==> src/rtl/fc_argmax_comparator.sv <==
// fc_argmax_comparator
// Streaming arg-max over the class scores of the fully-connected layer.
// Scores arrive serially in class order, one per valid_in cycle. The cycle
// after the last score of a frame, decision/max_score carry the winning
// class and its score, and valid_out pulses for one cycle. Equal scores
// keep the lower class index.

module fc_argmax_comparator #(
    parameter int INPUT_BITS = 12,
    parameter int NUM_CLASS  = 10,
    parameter int INDEX_BITS = 4
) (
    input  logic                         clk,
    input  logic                         rst,
    input  logic                         valid_in,
    input  logic signed [INPUT_BITS-1:0] data_in,
    output logic        [INDEX_BITS-1:0] decision,
    output logic signed [INPUT_BITS-1:0] max_score,
    output logic                         valid_out
);

    localparam logic [INDEX_BITS-1:0] LAST_IDX = INDEX_BITS'(NUM_CLASS - 1);

    // Frame progress and running winner
    logic        [INDEX_BITS-1:0] cnt;
    logic signed [INPUT_BITS-1:0] run_max;
    logic        [INDEX_BITS-1:0] run_idx;

    // Winner after including the current sample
    logic                         take_new;
    logic signed [INPUT_BITS-1:0] win_val;
    logic        [INDEX_BITS-1:0] win_idx;
    logic                         is_last;

    // Decide whether the incoming score replaces the running winner
    always_comb begin
        // NOTE: every signal gets a default first so no path leaves it unassigned, which would infer a latch.
        take_new = 1'b0;
        win_val  = run_max;
        win_idx  = run_idx;
        is_last  = (cnt == LAST_IDX);
        // Score 0 always seeds the frame; later scores must be strictly larger,
        // so ties keep the lower index.
        if (cnt == '0 || data_in > run_max) begin
            take_new = 1'b1;
        end
        if (take_new) begin
            win_val = data_in;
            win_idx = cnt;
        end
    end

    // Running maximum, sample counter and result registers
    always_ff @(posedge clk or negedge rst) begin
        if (!rst) begin
            cnt       <= '0;
            run_max   <= '0;
            run_idx   <= '0;
            decision  <= '0;
            max_score <= '0;
            valid_out <= 1'b0;
        end else begin
            // NOTE: non-blocking assignments so every register samples the pre-edge values of the others.
            valid_out <= 1'b0;
            if (valid_in) begin
                run_max <= win_val;
                run_idx <= win_idx;
                if (is_last) begin
                    decision  <= win_idx;
                    max_score <= win_val;
                    valid_out <= 1'b1;
                    cnt       <= '0;
                end else begin
                    cnt <= cnt + 1'b1;
                end
            end
        end
    end

endmodule

==> config.mk <==
export PLATFORM = sky130hd
export DESIGN_NAME = fc_argmax_comparator
export DESIGN_NICKNAME = d
export VERILOG_FILES = /design/src/rtl/fc_argmax_comparator.sv
export SDC_FILE = /design/constraint.sdc
export NUM_CORES = 1
export LEC_CHECK = 0
export ABC_AREA = 1
export CAP_MARGIN = 10
export CORE_ASPECT_RATIO = 0.9
export CORE_MARGIN = 3
export CORE_UTILIZATION = 57
export DETAILED_ROUTE_END_ITERATION = 10
export DONT_BUFFER_PORTS = 1
export GPL_ROUTABILITY_DRIVEN = 0
export PLACE_DENSITY_LB_ADDON = 0.1
export REMOVE_ABC_BUFFERS = 1
export SYNTH_ARGS = -nofsm -noshare
export SYNTH_HDL_FRONTEND = slang
export SYNTH_SLANG_ARGS = --single-unit
==> constraint.sdc <==
create_clock -name clk -period 2 [get_ports clk]
set_clock_uncertainty 0.15 [all_clocks]
set_input_delay 0.4 -clock clk [delete_from_list [all_inputs] [get_ports clk]]
set_output_delay 0.4 -clock clk [all_outputs]
set_load 0.05 [all_outputs]
# Yosys cells after proc, flatten, opt, wreduce, memory -nomap -nowiden

Cells that the tools add are included.

Output and inout port bits: 17
Bits of input ports: 15
Bits in registers: 37
Word-level logic and storage cells: 18

Equal/unequal tests: 1
Mux-type cells: 6
Reduce and logical (&&, ||, !) cells: 3
$lt $le $gt $ge: 1
Add/sub/neg operators: 1

Operators with widths:

| cell                  | number |
|---|---|
| $gt A12 B12 Y1        | 1 |
| $mux W12              | 1 |
| $mux W4               | 2 |
| $add A4 B1 Y4 const B | 1 |
| $eq A4 B4 Y1 const B  | 1 |
| $logic_not A4 Y1      | 1 |
| $mux W1               | 3 |
| $reduce_and A2 Y1     | 1 |
| $logic_or A1 B1 Y1    | 1 |

# Longest topological paths before layout

Gate-level depths: netlist of run 1.

Word-level depth: 4
Depth in mapped cells: 16
Mapped depth without buffers: 15

# Worst setup path before layout of run 1

OpenSTA, ideal clock, no wires.

Path type: input-to-reg
From: input data_in[11]
To: register run_max[10]
Library setup time: 118 ps
Required time: 1,732 ps
Setup slack: -18 ps
Buffers on the path: 1
Stages on the path: 11
Arrival time: 1,750 ps
Cell sequence: ha_1 a21o_1 nor2_2 nand3_2 nand2_2 nand3_4 nand2_4 buf_12 nand2_4 nand3_1 nand2_1

Cells in the longest elaborated chain, start to end: 4

RTL lines:

| element              | RTL line | text |
|---|---|---|
| from (decl)          | 16       | `input logic signed [INPUT_BITS-1:0] data_in,` |
| $gt A12 B12 Y1       | 44       | `if (cnt == '0 \|\| data_in > run_max) begin` |
| $logic_or A1 B1 Y1   | 44       |  |
| $mux W1              | 44       |  |
| $mux W12             | 47       | `if (take_new) begin` |
| to (signal assigned) | 66       | `run_max <= win_val;` |
| to (decl)            | 26       | `logic signed [INPUT_BITS-1:0] run_max;` |

No other way between the ends.
A chain may end at the register's enable or synchronous reset.

# Worst setup path after layout of run 1

From: register run_max[5]
To: register max_score[1]

Cells in the longest elaborated chain, start to end: 4

RTL lines:

| element              | RTL line | text |
|---|---|---|
| $gt A12 B12 Y1       | 44       |  |
| $logic_or A1 B1 Y1   | 44       |  |
| $mux W1              | 44       |  |
| $mux W12             | 47       |  |
| to (signal assigned) | 70       | `max_score <= win_val;` |
| to (decl)            | 18       | `output logic signed [INPUT_BITS-1:0] max_score,` |

No other way between the ends.

==> qor.csv, run 1 <==
metric,value,unit
postSynthRegisterBits,37,
met3WireLength,362,um
crit_type,flip-flop to flip-flop,
critical_path_cell_count,11,
share_seq_of_total_power,36.0,%
p_sw,0.00252,W
worstHoldPathType,input port to flip-flop,
detail_route.iter0.violations,74,
area_delta_synth_final,23.8,%
tritoncts,built,
initial_utilization,61.8,%
critical_path.max_stage_delay,0.37,ns
irDropWorstVdd,0.000989,V
worst_setup_path_endpoint,max_score[1],
violations_in_the_final_reports,setup timing,
remaining_overflow_grt,0,
route.detailed.drc,0,
port_buffers,0,
ios,32,
crit_fanout,5,
chain_of_cells_forming_the_critical_path,"inv_2, ha_4, nand4_1, buf_4, nor3_4, nand2_2, nand3_4, buf_4, nand3_1, nand3_1, nand2_1",
die_y,64.7,um
placement.cell_area,2280,um2
switching_share,49.1,%
post-route-cell-area,2700,um2
post_synthesis_sequential_area_ratio,42.5,%
diodes,0,
grt_start_max_net_pins,38,
antenna_violations_before_repair,0,
start_kind,flip-flop,
clock.fmax,471,MHz
cp_data_required_time,2.04,ns
r2r_slack,-0.12,ns
yosys.cell_types.count,25,
setup_viol_count_final,32,
intPower,0.00261,W
num_rows,20,
timing.critical_path.to_type,flip-flop,
ctsLongestPathBuffers,2,
fillCellCount,232,
layout.nets,322,
grtUsageTotal,23.3,%
postRouteAntennaNets,0,
met2RoutedLength,2.36,mm
worstPathBufferInverterCount,3,
post_route_non_filler_standard_cell_count,340,
cts_htree_levels,2,
post_place_cells,325,
setup_repair_after_global_routing_missed_its_margin,yes,
die_area,4610,um2
clock_sink_count,37,
timing_max_transition_violations_final,0,
critical_path.startpoint,run_max[5],
numCtsBuffers,5,
clk_transition_reported_paths,0.07,ns
synthTopCellsByArea,"dfrtp_1 42%, nand2_1 16%, nand3_1 11%",
die_w,71.2,um
finalHoldViolations,0,
worst_slew_pin_slew,0.559,ns
core_region_area,3530,um2
netlist.top_cell.by_area,dfrtp_1,
place_worst_setup_slack,-0.0927,ns
grt_pass1_vias,1805,
syn_inst,277,
worst_path_dominant_cell_family,simple AND/OR/NAND/NOR gates,
power.static_leakage,1.46,nW
timing.rr.start,run_max[5],
final_layout_size_suffix_gt1_share,30.4,%
post_synth_instance_area,2180,um2
run_status,"finished, violations left",
detail_route.vias_per_cell,5.31,
timing.final.ws_setup,-0.122,ns
powerDensity,1900,nW/um2
slew_headroom,62.7,%
postSynthAreaPerCell,7.87,um2
grt_pass1_wl,8.25,mm
detailed_placer_s_ending_hpwl,3.13,mm
setup_total_negative_slack,-2.64,ns
wl_per_cell,14.7,um
vias,1807,
timing.rr.end,max_score[1],
drt_pass1_iterations,4,
max_cap_viols,0,
critical_path_arrival,2.16,ns
route.top_layer_used,met4,
cp_slowest_cell,dfrtp_1,
yosysWarnings,0,
routedLengthMet1,2.20,mm
final.min_clock_period,2.12,ns
r2r.worst_path.cells,11,
period_utilization_post_route,106,%
totalWireLength,4.99,mm
share_comb_of_total_power,50.8,%
finalPower,0.00512,W
fraction_of_synthesized_cell_area_taken_by_the_top_area_cell_type,42.5,%
clock_latency,0.30,ns
clk_tree_root_cell,clkbuf_8,
pwr-share-clk,13.2,%
Yosys cell counts:
cell type and instances:
nand3_1 46, dfrtp_1 37, a21oi_1 5, clkbuf_1 2
nor3_1 3, nor3_2 1, buf_12 1, inv_2 2
nor2_1 2, o31ai_1 1, buf_2 2, a21o_1 1
inv_1 42, buf_4 2, nand4_2 1, nand3_2 1
nand2_2 3, nor2_2 2, xor2_1 2, nand2_1 93
nand3_4 1, buf_1 1, nand4_1 3, ha_1 12
nand2_4 11
state kept, by name (all words and copies together), names as in the netlist:
name,count
valid_out,1
cnt,4
max_score,12
run_max,12
run_idx,4
decision,4
worst register-to-register path, cell delays in order, from the launching register on:
cell	delay, ns
dfrtp_1	0.37
inv_2	0.06
ha_4	0.26
nand4_1	0.17
buf_4	0.20
nor3_4	0.13
nand2_2	0.10
nand3_4	0.14
buf_4	0.17
nand3_1	0.11
nand3_1	0.10
nand2_1	0.05
area by class of cell:
class	instances	area, um2	share of cell area [%]
inverter	44	165	6.12
clock buffer	7	86.3	3.20
timing repair buffer	19	178	6.58
sequential	37	926	34.3
clock inverter	1	30.0	1.11
tap	44	55.1	2.04
multi-input combinational	188	1260	46.7
power by group through the flow:
stage	sequential (W)	clock, W	combinational (W)
6_report	0.00184	0.000677	0.00260
3_3_place_gp	0.00183	0	0.00202
5_1_grt	0.00189	0.000711	0.00293
3_5_place_dp	0.00184	0	0.00206
4_1_cts	0.00183	0.000679	0.00236
2_1_floorplan	0.00178	0	0.00146
how the worst min path moves through the flow:
| stage | start | end | slack, ns | cells after the start |
|---|---|---|---|---|
| floorplan | rst | cnt[0] | -0.05 | 0 |
| global placement | rst | run_max[6] | -0.04 | 0 |
| detailed placement | rst | max_score[4] | -0.04 | 0 |
| CTS | valid_in | cnt[0] | 0.04 | 1 |
| global route | valid_in | cnt[0] | 0.04 | 1 |
| finish | valid_in | cnt[0] | 0.04 | 1 |
through the flow:
stage	utilization, %	hold WS (ns)
after floorplan	-	-0.0456
after detailed placement	64.7	-0.0448
final	76.5	0.0430
after global routing	76.5	0.0424
after CTS	73.2	0.0366
after global placement	64.7	-0.0447
metal layers:
layer | track usage [%] | vias to the layer above
met2 | 38.1 | 50
met3 | 7.44 | 10
met1 | 29.3 | 837
met4 | 7.51 | 0
li1 | - | 910
met5 | 0 | -
placed cells by master (no fill, tap or decap), types with 6 or more instances in the layout:
cell type   n
inv_1      33
nand3_2    16
nand2_1    84
clkbuf_8    6
ha_4        8
buf_4      14
nand2_2    11
nand3_1    31
inv_2      11
dfrtp_1    37
nand2_4    11
cell families after synthesis:
| kind of cell | after synthesis | share of synthesized area, % |
|---|---|---|
| simple gates | 167 | 37.9 |
| compound gates | 7 | 1.84 |
| buf+inv | 52 | 10.2 |
| fa+ha+maj | 12 | 6.88 |
| flops | 37 | 42.5 |
| xor+xnor | 2 | 0.803 |
repair_timing:
| item | 4_1_cts | 5_1_grt |
|---|---|---|
| endpoints found under the setup margin | 32 | 32 |
| pin swaps | 9 | 12 |
| hold buffers | 2 | 0 |
| resized for setup | 21 | 27 |
| buffers inserted | 4 | 1 |
| endpoints found under the hold margin | 37 | 0 |
No activity file was read; power rests on OpenSTA's default activity.
==> run 2, diff against run 1 <==
--- a/config.mk
+++ b/config.mk
@@ -13,6 +13,7 @@
 export DETAILED_ROUTE_END_ITERATION = 10
 export DONT_BUFFER_PORTS = 1
 export GPL_ROUTABILITY_DRIVEN = 0
+export HOLD_SLACK_MARGIN = 0.03
 export PLACE_DENSITY_LB_ADDON = 0.1
 export REMOVE_ABC_BUFFERS = 1
 export SYNTH_ARGS = -nofsm -noshare
==> results of run 2 <==
Final layout, timing and power as in run 1 (identical DEF).
